===== config.mk =====
export PLATFORM = sky130hd
export DESIGN_NAME = pdm_capture_ctrl
export DESIGN_NICKNAME = d
export VERILOG_FILES = /design/src/rtl/pdm_pkg.sv /design/src/rtl/pdm_pcm_fifo.sv /design/src/rtl/pdm_capture_ctrl.sv
export SDC_FILE = /design/constraint.sdc
export NUM_CORES = 1
export LEC_CHECK = 0
export ABC_AREA = 1
export CELL_PAD_IN_SITES_DETAIL_PLACEMENT = 1
export CELL_PAD_IN_SITES_GLOBAL_PLACEMENT = 2
export CORE_AREA = 2 2 154 156
export CTS_BUF_LIST = sky130_fd_sc_hd__clkbuf_16
export DETAILED_ROUTE_END_ITERATION = 16
export DIE_AREA = 0 0 156 158
export GPL_ROUTABILITY_DRIVEN = 0
export PLACE_DENSITY_LB_ADDON = 0.1
export SLEW_MARGIN = 5
export SYNTH_ARGS = -nofsm -noshare
export SYNTH_HDL_FRONTEND = slang
export SYNTH_HIERARCHICAL = 1
export SYNTH_SLANG_ARGS = --single-unit

===== constraint.sdc =====
create_clock -name clk -period 3.8 [get_ports clk]
set_clock_uncertainty 0.2 [all_clocks]
set_input_delay 0.95 -clock clk [delete_from_list [all_inputs] [get_ports clk]]
set_output_delay 0.95 -clock clk [all_outputs]
set_load 0.05 [all_outputs]

===== src/rtl/pdm_pkg.sv =====
// Shared definitions for the PDM capture block.
//   pdm_state_e : sequencer states, readable through the STAT register
//   REG_*       : register offsets of the peripheral window
//   MIN_DIV     : smallest usable PDM period in clk cycles
package pdm_pkg;

  typedef enum logic [1:0] {
    ST_IDLE   = 2'd0,
    ST_WARMUP = 2'd1,
    ST_RUN    = 2'd2
  } pdm_state_e;

  localparam logic [3:0] REG_CTRL = 4'h0;
  localparam logic [3:0] REG_CLKP = 4'h4;
  localparam logic [3:0] REG_PCM  = 4'h8;
  localparam logic [3:0] REG_STAT = 4'hC;

  localparam int MIN_DIV = 2;

endpackage


===== src/rtl/pdm_pcm_fifo.sv =====
// DEPTH x PCM_W synchronous FIFO for PCM words.
//   clk, rst_n : clock, asynchronous active-low reset
//   push, din  : write request and word; ignored when full unless popping
//   pop        : read request; ignored when empty
//   level      : occupancy 0..DEPTH
//   head       : registered head word, 0 when empty
module pdm_pcm_fifo #(
  parameter int DEPTH = 8,
  parameter int PCM_W = 16
) (
  input  logic                     clk,
  input  logic                     rst_n,
  input  logic                     push,
  input  logic                     pop,
  input  logic [PCM_W-1:0]         din,
  output logic [$clog2(DEPTH):0]   level,
  output logic [PCM_W-1:0]         head
);
  localparam int AW = $clog2(DEPTH);
  localparam int LW = AW + 1;

  logic [PCM_W-1:0] mem [DEPTH];
  logic [AW-1:0]    wr_ptr_reg, rd_ptr_reg, rd_ptr_next;
  logic [LW-1:0]    count_reg, count_next;
  logic [PCM_W-1:0] head_reg;
  logic             full, wr_en, rd_ok;

  assign full  = (count_reg == LW'(DEPTH));
  assign rd_ok = pop && (count_reg != '0);
  // A pop frees the slot the push is aimed at, so push+pop at full is accepted.
  assign wr_en = push && (!full || rd_ok);

  always_comb begin
    rd_ptr_next = rd_ptr_reg + AW'(rd_ok);
    count_next  = count_reg;
    if (wr_en && !rd_ok)      count_next = count_reg + LW'(1);
    else if (!wr_en && rd_ok) count_next = count_reg - LW'(1);
  end

  always_ff @(posedge clk) begin
    if (wr_en) mem[wr_ptr_reg] <= din;
  end

  always_ff @(posedge clk or negedge rst_n) begin
    if (!rst_n) begin
      wr_ptr_reg <= '0;
      rd_ptr_reg <= '0;
      count_reg  <= '0;
      head_reg   <= '0;
    end else begin
      if (wr_en) wr_ptr_reg <= wr_ptr_reg + AW'(1);
      rd_ptr_reg <= rd_ptr_next;
      count_reg  <= count_next;
      // The new head may be the word being written this cycle; bypass it.
      if (count_next == '0)
        head_reg <= '0;
      else if (wr_en && (wr_ptr_reg == rd_ptr_next))
        head_reg <= din;
      else
        head_reg <= mem[rd_ptr_next];
    end
  end

  assign level = count_reg;
  assign head  = head_reg;

endmodule


===== src/rtl/pdm_capture_ctrl.sv =====
// PDM capture sequencer: generates the microphone clock and the CIC clock
// enable, drops warm-up samples after each start, buffers PCM words and
// raises the interrupt on threshold or overrun.
//   clk, rst_n          : system clock, asynchronous active-low reset
//   enable, clk_div     : capture enable, PDM period (0/1 treated as 2)
//   warm_cnt            : CIC outputs discarded after each start
//   fifo_thr, irq_en    : IRQ threshold (0 = off), interrupt enable
//   clr_ovr             : clears the sticky overrun flag
//   pdm_clk, pdm_tick   : PDM pin clock, one-cycle CIC enable on its rising edge
//   pcm_in, pcm_valid   : CIC output word and strobe
//   rd_en, rd_data      : pop pulse, FIFO head (0 when empty)
//   level, overrun      : occupancy, sticky drop flag
//   state, irq          : FSM state, interrupt request
module pdm_capture_ctrl
  import pdm_pkg::*;
#(
  parameter int DEPTH  = 8,
  parameter int PCM_W  = 16,
  parameter int DIV_W  = 8,
  parameter int WARM_W = 8
) (
  input  logic                   clk,
  input  logic                   rst_n,
  input  logic                   enable,
  input  logic [DIV_W-1:0]       clk_div,
  input  logic [WARM_W-1:0]      warm_cnt,
  input  logic [$clog2(DEPTH):0] fifo_thr,
  input  logic                   irq_en,
  input  logic                   clr_ovr,
  output logic                   pdm_clk,
  output logic                   pdm_tick,
  input  logic [PCM_W-1:0]       pcm_in,
  input  logic                   pcm_valid,
  input  logic                   rd_en,
  output logic [PCM_W-1:0]       rd_data,
  output logic [$clog2(DEPTH):0] level,
  output logic                   overrun,
  output logic [1:0]             state,
  output logic                   irq
);
  localparam int LVL_W = $clog2(DEPTH) + 1;

  pdm_state_e        state_reg;
  logic [DIV_W-1:0]  phase_reg, per_reg, clk_div_eff;
  logic [WARM_W-1:0] warm_reg;
  logic              pdm_clk_reg, pdm_tick_reg, overrun_reg, irq_reg;
  logic              push, full, drop;
  logic [LVL_W-1:0]  fifo_level;

  assign clk_div_eff = (clk_div < DIV_W'(MIN_DIV)) ? DIV_W'(MIN_DIV) : clk_div;

  // The sample that ends warm-up is already a keeper.
  assign push = pcm_valid && ((state_reg == ST_RUN) ||
                              (state_reg == ST_WARMUP && warm_reg == '0));
  assign full = (fifo_level == LVL_W'(DEPTH));
  assign drop = push && full && !rd_en;

  always_ff @(posedge clk or negedge rst_n) begin
    if (!rst_n) begin
      state_reg    <= ST_IDLE;
      phase_reg    <= '0;
      per_reg      <= '0;
      warm_reg     <= '0;
      pdm_clk_reg  <= 1'b0;
      pdm_tick_reg <= 1'b0;
    end else if (!enable) begin
      state_reg    <= ST_IDLE;
      phase_reg    <= '0;
      per_reg      <= clk_div_eff;
      warm_reg     <= '0;
      pdm_clk_reg  <= 1'b0;
      pdm_tick_reg <= 1'b0;
    end else if (state_reg == ST_IDLE) begin
      state_reg    <= ST_WARMUP;
      phase_reg    <= '0;
      per_reg      <= clk_div_eff;
      warm_reg     <= warm_cnt;
      pdm_clk_reg  <= 1'b0;
      pdm_tick_reg <= 1'b0;
    end else begin
      // Period is only resampled at the wrap so a divider write never
      // produces a runt cycle on the pin.
      if (phase_reg == per_reg - DIV_W'(1)) begin
        phase_reg <= '0;
        per_reg   <= clk_div_eff;
      end else begin
        phase_reg <= phase_reg + DIV_W'(1);
      end
      pdm_clk_reg  <= (phase_reg < (per_reg >> 1));
      pdm_tick_reg <= (phase_reg == '0);
      if (state_reg == ST_WARMUP && pcm_valid) begin
        if (warm_reg == '0) state_reg <= ST_RUN;
        else                warm_reg  <= warm_reg - WARM_W'(1);
      end
    end
  end

  always_ff @(posedge clk or negedge rst_n) begin
    if (!rst_n) begin
      overrun_reg <= 1'b0;
      irq_reg     <= 1'b0;
    end else begin
      // A new drop wins over a simultaneous clear.
      if (drop)         overrun_reg <= 1'b1;
      else if (clr_ovr) overrun_reg <= 1'b0;
      irq_reg <= irq_en && (overrun_reg ||
                            (fifo_thr != '0 && fifo_level >= fifo_thr));
    end
  end

  pdm_pcm_fifo #(
    .DEPTH (DEPTH),
    .PCM_W (PCM_W)
  ) u_fifo (
    .clk   (clk),
    .rst_n (rst_n),
    .push  (push),
    .pop   (rd_en),
    .din   (pcm_in),
    .level (fifo_level),
    .head  (rd_data)
  );

  assign pdm_clk  = pdm_clk_reg;
  assign pdm_tick = pdm_tick_reg;
  assign level    = fifo_level;
  assign overrun  = overrun_reg;
  assign state    = state_reg;
  assign irq      = irq_reg;

endmodule


==> impl_metrics.toml, run 1 <==
[status]
run_status = "finished clean"

[sta]
hold_ws_ns = 0.346
period_needed_ns = 3.06
rsz0062_at_grt = "false"
post-route-period-util = 0.805
slew_viol_final = 0
fin_ws_ns = 0.742
worst-slew-pin-transition_ns = 1.07
hold_viol_final = 0
maxSlewHeadroom = 0.284
setup_viol = 0
timing.setup.tns_ns = 0
fmax_ghz = 0.327

[cts]
clock_path_buffers = 2
clock_latency_ns = 0.43
path_clk_slew_ns = 0.07
clockRootBuffer = "clkbuf_16"
cts_num_sinks = 184
cts_resized = 0
htree_levels = 4
hold_buffers = 0
cts_tree = "built"
cts_setup_buffers = 0
numCtsBuffers = 17

[die]
die_x_um = 156
core_area_um2 = 23100
initial_core_util = 0.375
rows = 56
dieArea_um2 = 24600
die-height_um = 158
io_pins = 69

[worst_setup_path]
worstReg2RegStart = "u_fifo/level[0]$_DFF_PN0_"
path_buf_inv = 5
cp_data_arrival_time_ns = 3.14
crit_required_ns = 3.88
worst_r2r_endpoint = "u_fifo/head[5]$_DFF_PN0_"
r2r_setup_slack_ns = 0.77
crit_path_top_delay_cell = "clkdlybuf4s50_1"
critical_path.startpoint = "rd_en"
max_stage_delay_ns = 0.47
cp_max_fo = 65
crit_chain = "clkdlybuf4s50_1, nand2_4, inv_1, ha_2, inv_1, buf_12, nand2_1, nand4_1, nor2_1, nand2_2, buf_4, o21ai_0, a21oi_2"
crit_family = "buffers and inverters"
startpoint_type = "primary input"
cpMostUsedCell = "inv_1"
rr_worst_depth = 15
critical_path_class = "primary input to register"
worstSetupEndpointType = "register"

[power]
p_leak_nw = 4.21
vdd_drop_max_v = 0.000417
power_density_nw_per_um2 = 782

[cells_and_area]
largest_reg_flops = 128
layout-drive-gt1-share = 0.115
areaGrowthSynthToFinish_pct = 19.8
instances_no_fill = 1239
layout.nets = 999
diodes = 0
postLayoutCellArea_um2 = 10400

[detailed_routing]
drt-wirelength-per-cell_um = 17.6
drtAntennaViolNets = 0
dr.pass1.iters = 6
vias_per_cell = 5.06
vias = 6274
wl_mm = 21.8
drt_iter0_drc = 186
drc = 0

[logic_synthesis]
synthesis.nets = 912
ys_ff_latch = 184
synth_area_per_cell_um2 = 10.2
yosysUniqueCellTypes = 44
yosysSeqAreaShare = 0.606
yosysTopAreaCellShare = 0.444
synthesis.area_um2 = 8650
ys_top_cells_by_area = "edfxtp_1, dfrtp_1, nand2_1"
synth.largest_area_cell = "edfxtp_1"
syn_inst = 849
synth_warnings = 6

[hold_path]
hold_depth = 2
worstHoldEndpoint = "warm_reg[5]$_DFFE_PN0P_"
hold_path_class = "register to register"
min_from = "warm_reg[5]$_DFFE_PN0P_"

[grt]
met3_usage = 0.0307
antenna_found_initial = 0
grt_pass1_vias = 6728
grt_pass1_wl_mm = 35.4
grt_max_degree = 66
met1_usage = 0.224
grt-ovfl-total = 0
grt_busiest_layer = "met2"
gr-usage-all-layers = 0.188
use_met2 = 0.344

[run]
max-cap-violations = 0

[placed_design]
dp.final_hpwl_mm = 14.9
place_area_um2 = 9740
pre_cts_ws_ns = 0.304
io_buffer_count = 68
dp.cells = 1207
-- how the worst max path moves through the flow --
| stage | end | slack (ns) | cells after the start |
|---|---|---|---|
| floorplan | u_fifo/mem[0][0]$_DFFE_PP_ | 0.60 | 6 |
| global placement | u_fifo/head[4]$_DFF_PN0_ | 0.38 | 13 |
| detailed placement | u_fifo/head[5]$_DFF_PN0_ | 0.30 | 13 |
| CTS | level[3] | 0.73 | 1 |
| global route | u_fifo/head[0]$_DFF_PN0_ | 0.50 | 15 |
| finish | u_fifo/head[5]$_DFF_PN0_ | 0.74 | 13 |
-- layout make-up --
cell class	count	area, um2
flip-flops and latches	184	5250
clock buffers	17	425
clock inverters	15	205
inverters	56	210
fillers	2547	12700
repair buffers	100	941
multi-input cells	577	2980
well taps	290	363
-- worst register-to-register path: cells and delay by family, from the launching register on --
kind	cells	cell delay, ns
AND/OR/NAND/NOR	6	0.68
buffers and inverters	5	0.68
flip-flops	1	0.46
adder cells (fa/ha/maj)	2	0.60
AO/OA/AOI/OAI	2	0.27
-- per-stage QoR --
step                total power [mW]   util
global route                    8.69  0.450
detailed placement              6.32  0.422
finish                          8.11  0.450
global placement                6.19  0.422
CTS                             8.23  0.450
floorplan                       5.26      -
-- Yosys cell counts, drive strengths merged --
| cell type | count |
|---|---|
| nand2 | 250 |
| nand3 | 131 |
| edfxtp | 128 |
| dfrtp | 56 |
| inv | 56 |
| nor2 | 56 |
| o21ai | 41 |
| buf | 28 |
| a21oi | 25 |
| ha | 20 |
| and2 | 15 |
| xor2 | 9 |
| xnor2 | 7 |
| nand4 | 6 |
| clkbuf | 4 |
| nor3 | 4 |
| a22oi | 2 |
| o211ai | 2 |
| a2111oi | 1 |
| a21boi | 1 |
| and3 | 1 |
| nor3b | 1 |
| nor4 | 1 |
| o21a | 1 |
| o21bai | 1 |
| o41ai | 1 |
| or2 | 1 |
-- cells in the final DEF, fill, tap and decap left out, types with 2 or more instances in the layout --
master           synthesis  routed
a21oi_1                 15      15
a21oi_2                 10      10
a22oi_1                  2       2
and2_1                  15      15
buf_12                   1       2
buf_4                    2      30
bufinv_16                0       3
clkbuf_16                0      17
clkdlybuf4s50_1          0      67
clkinv_4                 0       2
dfrtp_1                 56      56
edfxtp_1               128     128
ha_1                    20      19
inv_1                   53      54
inv_2                    3       3
inv_6                    0       5
inv_8                    0       3
nand2_1                236     236
nand2_2                 10      10
nand2_4                  4       4
nand3_1                127     127
nand3_2                  2       2
nand3_4                  2       2
nand4_1                  6       6
nor2_1                  47      47
nor2_2                   4       4
nor2_4                   5       5
nor3_1                   4       4
o211ai_1                 2       2
o21ai_0                 28      28
o21ai_1                 12      12
xnor2_1                  6       6
xor2_1                   8       8
-- metal layers --
| layer | share of wire | up-vias |
|---|---|---|
| li1 | - | 3043 |
| met1 | 0.43 | 3103 |
| met2 | 0.52 | 99 |
| met3 | 0.029 | 29 |
| met4 | 0.020 | 0 |
| met5 | 0 | - |
-- cells by family after synthesis --
kind of cell             count (synthesis)  share of synthesized area
AO/OA/AOI/OAI                           75                     0.0510
XOR/XNOR                                16                     0.0192
adder cells (fa/ha/maj)                 20                     0.0289
buffers and inverters                   88                     0.0499
flip-flops                             184                      0.606
AND/OR/NAND/NOR                        466                      0.245
-- where the power goes --
part | leakage, nW | switching (mW) | internal, mW
Clock | 0.313 | 0.822 | 1.07
Combinational | 2.05 | 2.44 | 1.29
Sequential | 1.85 | 0.139 | 2.36
Total | 4.21 | 3.40 | 4.71
Power figures use the tool's default switching activity.
==> inputs of run 2 (changes only) <==
Settings changed: CORE_AREA 2 2 154 156 to 2 2 163 165, DIE_AREA 0 0 156 158 to 0 0 165 167.
Clock period 3.8 ns to 2.7 ns, I/O delays scaled along.
==> run 2 against run 1 <==
Against the previous run: critical path depth shrank 11; sequential power grew 41%; worst setup slack worse by 0.68 ns; clock-buffer cell count unchanged; critical path type is now register to primary output; global-route usage decreased by 0.23 points; die area rose by 12%; routed wire length grew 13%; utilization fell by 2.3 points; sequential share of layout area is 2.9 points lower.
==> impl_metrics.toml, run 2 (synthesis results as in run 1) <==
[die]
io_pins = 69
rows = 59
dieArea_um2 = 27600
die_x_um = 165
core_area_um2 = 25800
die-height_um = 167
initial_core_util = 0.336

[worst_setup_path]
cp_data_arrival_time_ns = 1.76
startpoint_type = "register"
worst_r2r_endpoint = "u_fifo/head[1]$_DFF_PN0_"
worstReg2RegStart = "u_fifo/level[0]$_DFF_PN0_"
cp_max_fo = 6
crit_required_ns = 1.82
worstSetupEndpointType = "primary output"
critical_path_class = "register to primary output"
rr_worst_depth = 16
r2r_setup_slack_ns = 0.14

[cells_and_area]
areaGrowthSynthToFinish_pct = 27.1
diodes = 0
layout.nets = 1023
postLayoutCoreUtil = 0.427
layout-drive-gt1-share = 0.165
largest_reg_flops = 128
layout_common_cells = "nand2_1, edfxtp_1, nand3_1, clkdlybuf4s50_1, dfrtp_1"
final_common_cell = "nand2_1"

[detailed_routing]
vias_per_cell = 4.88
drtAntennaViolNets = 0
dr.pass1.iters = 4
drt_iter0_drc = 285
drc = 0
drt-wirelength-per-cell_um = 18.8
vias = 6384
wl_mm = 24.6

[cts]
cts_num_sinks = 184
numCtsBuffers = 17
cts_tree = "built"
path_clk_slew_ns = 0.08
clock_path_buffers = 2
clock_latency_ns = 0.44
htree_levels = 4
hold_buffers = 0
clockRootBuffer = "clkbuf_16"

[sta]
fmax_ghz = 0.380
post-route-period-util = 0.975
hold_viol_final = 0
maxSlewHeadroom = 0.466
rsz0062_at_grt = "false"
slew_viol_final = 0
setup_viol = 0
period_needed_ns = 2.63
worst-slew-pin-transition_ns = 0.801

[power]
power_mw = 12.2
p_leak_nw = 4.40
vdd_drop_max_v = 0.000481
power_density_nw_per_um2 = 1110

[placed_design]
io_buffer_count = 68
dp.final_hpwl_mm = 16.6

[status]
run_status = "finished clean"

[grt]
antenna_found_initial = 0
grt-ovfl-total = 0
grt_max_degree = 45
grt_pass1_wl_mm = 38.6
gr-usage-all-layers = 0.185
grt_pass1_vias = 6933

[run]
max-cap-violations = 0

[hold_path]
hold_path_class = "primary input to asynchronous set/reset pin"
## run 2: changes by cell type in the layout (fill, tap and decap cells not counted), moves of 6 or more
cell    change
inv_1       -8
nor2_1     -11
buf_12     +22
inv_2       +6
nor2_4      +8
## run 2: layer usage
| layer | part of all wire | GRT usage |
|---|---|---|
| met2 | 0.52 | 0.334 |
| met4 | 0.018 | 0.0526 |
| met3 | 0.029 | 0.0329 |
| met5 | 0 | 0 |
| met1 | 0.43 | 0.224 |
## run 2: area by class of cell
| type | instances | area, um2 |
|---|---|---|
| sequential | 184 | 5250 |
| clock buffer | 17 | 425 |
| timing repair buffer | 124 | 1420 |
| clock inverter | 15 | 158 |
| fill | 2800 | 14800 |
| inverter | 56 | 214 |
| tap | 335 | 419 |
| multi-input combinational | 577 | 3110 |
## run 2: how the worst max path moves through the flow
| stage | start | slack, ns | end | cells past startpoint |
|---|---|---|---|---|
| final | u_fifo/level[1]$_DFF_PN0_ | 0.07 | level[1] | 2 |
| after detailed placement | rd_en | -0.40 | u_fifo/head[5]$_DFF_PN0_ | 13 |
| after global placement | rd_en | -0.35 | u_fifo/head[5]$_DFF_PN0_ | 13 |
| after CTS | u_fifo/level[1]$_DFF_PN0_ | 0.02 | u_fifo/head[2]$_DFF_PN0_ | 14 |
| after floorplan | u_fifo/level[0]$_DFF_PN0_ | -0.05 | u_fifo/head[4]$_DFF_PN0_ | 16 |
| after global routing | u_fifo/level[0]$_DFF_PN0_ | 0.003 | u_fifo/head[6]$_DFF_PN0_ | 16 |
## run 2: worst max-delay path, cell delays in order (launching register included)
cell and delay [ns]:
dfrtp_2 0.37, buf_4 0.14, clkdlybuf4s50_1 0.80
## run 2: timing repair
item	CTS	global route
pin swaps	1	5
gates resized for setup	4	18
setup buffers	0	3
cloned	0	1
setup endpoints to repair	7	142
## run 2: per-stage QoR
step | setup WS, ns | area [um2] | cells | setup TNS (ns) | hold WS [ns]
after floorplan | -0.0549 | 8750 | 849 | -0.265 | 0.179
after global placement | -0.352 | 10300 | 1272 | -7.98 | 0.307
after detailed placement | -0.403 | 10300 | 1272 | -12.81 | 0.318
after CTS | 0.0179 | 10900 | 1304 | 0 | 0.142
after global routing | 0.00348 | 11000 | 1308 | 0 | 0.172
final | 0.0667 | 11000 | 1308 | 0 | 0.124
## run 2: power by group
part           total, mW  switching (mW)  leakage (nW)  internal (mW)
Sequential          3.53           0.209          1.85           3.32
Clock               2.46            1.22         0.287           1.24
Combinational       6.17            3.80          2.27           2.37
==> inputs of run 3 (changes only) <==
Settings changed: PLACE_DENSITY_LB_ADDON 0.1 to 0.2.
==> run 3 against run 2 <==
Against the previous run: cell count did not move; combinational power down 1%; sequential power shrank 1%; power is 1.5% lower; via count fell by 1.8%; non-clock buffer count did not move; sequential share of layout area rose by 0.43 points; hold slack got worse by 0.081 ns; fmax about the same; largest power group unchanged.
==> impl_metrics.toml, run 3 (synthesis results as in run 1) <==
[hold_path]
hold_path_class = "primary input to asynchronous set/reset pin"

[cts]
clockRootBuffer = "clkbuf_16"
hold_buffers = 0
clock_path_buffers = 2
cts_tree = "built"
htree_levels = 4
cts_resized = 2
numCtsBuffers = 17
cts_num_sinks = 184
clock_latency_ns = 0.43
cts_setup_buffers = 0
path_clk_slew_ns = 0.08

[cells_and_area]
fillCellCount = 2852
diodes = 0
layout.nets = 1023
largest_reg_flops = 128
layout_common_cells = "nand2_1, edfxtp_1, nand3_1, clkdlybuf4s50_1, dfrtp_1"
postLayoutCellArea_um2 = 10900
final_common_cell = "nand2_1"
postLayoutCoreUtil = 0.423
layout-drive-gt1-share = 0.157
areaGrowthSynthToFinish_pct = 26.0

[power]
power_density_nw_per_um2 = 1100
vdd_drop_max_v = 0.000629
p_leak_nw = 4.38

[die]
core_area_um2 = 25800
die-height_um = 167
rows = 59
io_pins = 69
die_x_um = 165
initial_core_util = 0.336
dieArea_um2 = 27600

[detailed_routing]
drc = 0
wl_mm = 22.6
vias = 6266
routed.top_layer = "met4"
wl_met2_mm = 10.9
wl_met1_mm = 11.0
dr_wl_met3_um = 441
vias_per_cell = 4.79
drtAntennaViolNets = 0
drt_iter0_drc = 321
drt-wirelength-per-cell_um = 17.2
dr.pass1.iters = 4

[worst_setup_path]
crit_path_top_delay_cell = "clkdlybuf4s50_1"
rr_worst_depth = 15
startpoint_type = "register"
cp_data_arrival_time_ns = 1.76
worstSetupEndpointType = "primary output"
crit_required_ns = 1.82
cp_max_fo = 6
critical_path_class = "register to primary output"
worst_r2r_endpoint = "u_fifo/head[4]$_DFF_PN0_"
crit_chain = "buf_4, clkdlybuf4s50_1"
r2r_setup_slack_ns = 0.12
worstReg2RegStart = "u_fifo/level[1]$_DFF_PN0_"
max_stage_delay_ns = 0.82

[grt]
grt_pass1_wl_mm = 36.3
grt_pass1_vias = 6633
gr-usage-all-layers = 0.172
grt_max_degree = 57
grt-ovfl-total = 0
antenna_found_initial = 0

[run]
max-cap-violations = 0

[sta]
fmax_ghz = 0.380
post-route-period-util = 0.974
setup_viol = 0
timing.setup.tns_ns = 0
slew_viol_final = 0
hold_viol_final = 0
period_needed_ns = 2.63
worst-slew-pin-transition_ns = 0.512
maxSlewHeadroom = 0.657

[status]
run_status = "finished clean"

[placed_design]
place_area_um2 = 10300
dp.final_hpwl_mm = 14.8
io_buffer_count = 68
## run 3: cell count changes in the layout (fill, tap and decap cells not counted), moves of 3 or more
cell / before / now
inv_6: 2 / 5
inv_2: 9 / 6
inv_8: 5 / 2
buf_4: 29 / 32
inv_1: 46 / 51
## run 3: per-layer routing
metal	track usage	vias up
met3	0.0271	17
li1	-	3095
met4	0.0408	0
met5	0	-
met2	0.287	52
met1	0.235	3102
## run 3: stage by stage
stage | std cells | power (mW) | hold slack, ns | setup slack [ns]
finish | 1308 | 12.0 | 0.0434 | 0.0689
global route | 1308 | 12.8 | 0.0655 | -0.0278
CTS | 1308 | 12.1 | 0.0496 | 0.000423
detailed placement | 1276 | 9.69 | 0.313 | -0.358
global placement | 1276 | 9.67 | 0.311 | -0.307
floorplan | 849 | 7.49 | 0.179 | -0.0549
## run 3: cell type report
| class | instances | area [um2] | area share |
|---|---|---|---|
| Sequential cell | 184 | 5250 | 0.482 |
| Multi-Input combinational cell | 577 | 3080 | 0.282 |
| Clock buffer | 17 | 425 | 0.0390 |
| Tap cell | 335 | 419 | 0.0385 |
| Inverter | 56 | 210 | 0.0193 |
| Timing Repair Buffer | 124 | 1390 | 0.127 |
| Clock inverter | 15 | 134 | 0.0123 |
## run 3: how the worst max path moves through the flow
stage | slack [ns] | cells past startpoint | to | start
after CTS | 0.0004 | 15 | u_fifo/head[5]$_DFF_PN0_ | u_fifo/level[1]$_DFF_PN0_
after global placement | -0.31 | 13 | u_fifo/head[4]$_DFF_PN0_ | rd_en
after floorplan | -0.05 | 16 | u_fifo/head[4]$_DFF_PN0_ | u_fifo/level[0]$_DFF_PN0_
after detailed placement | -0.36 | 13 | u_fifo/head[5]$_DFF_PN0_ | rd_en
after global routing | -0.03 | 15 | u_fifo/head[4]$_DFF_PN0_ | u_fifo/level[1]$_DFF_PN0_
final | 0.07 | 2 | level[0] | u_fifo/level[0]$_DFF_PN0_
## run 3: power by group
part	switching, mW	total, mW	internal, mW
registers	0.172	3.49	3.32
clock network	1.17	2.38	1.21
logic	3.67	6.10	2.43
total	5.01	12.0	6.97
## run 3: critical path: cells and delay by family (launching register included)
kind | cells | cell delay, ns
buffers and inverters | 2 | 0.96
DFF | 1 | 0.37
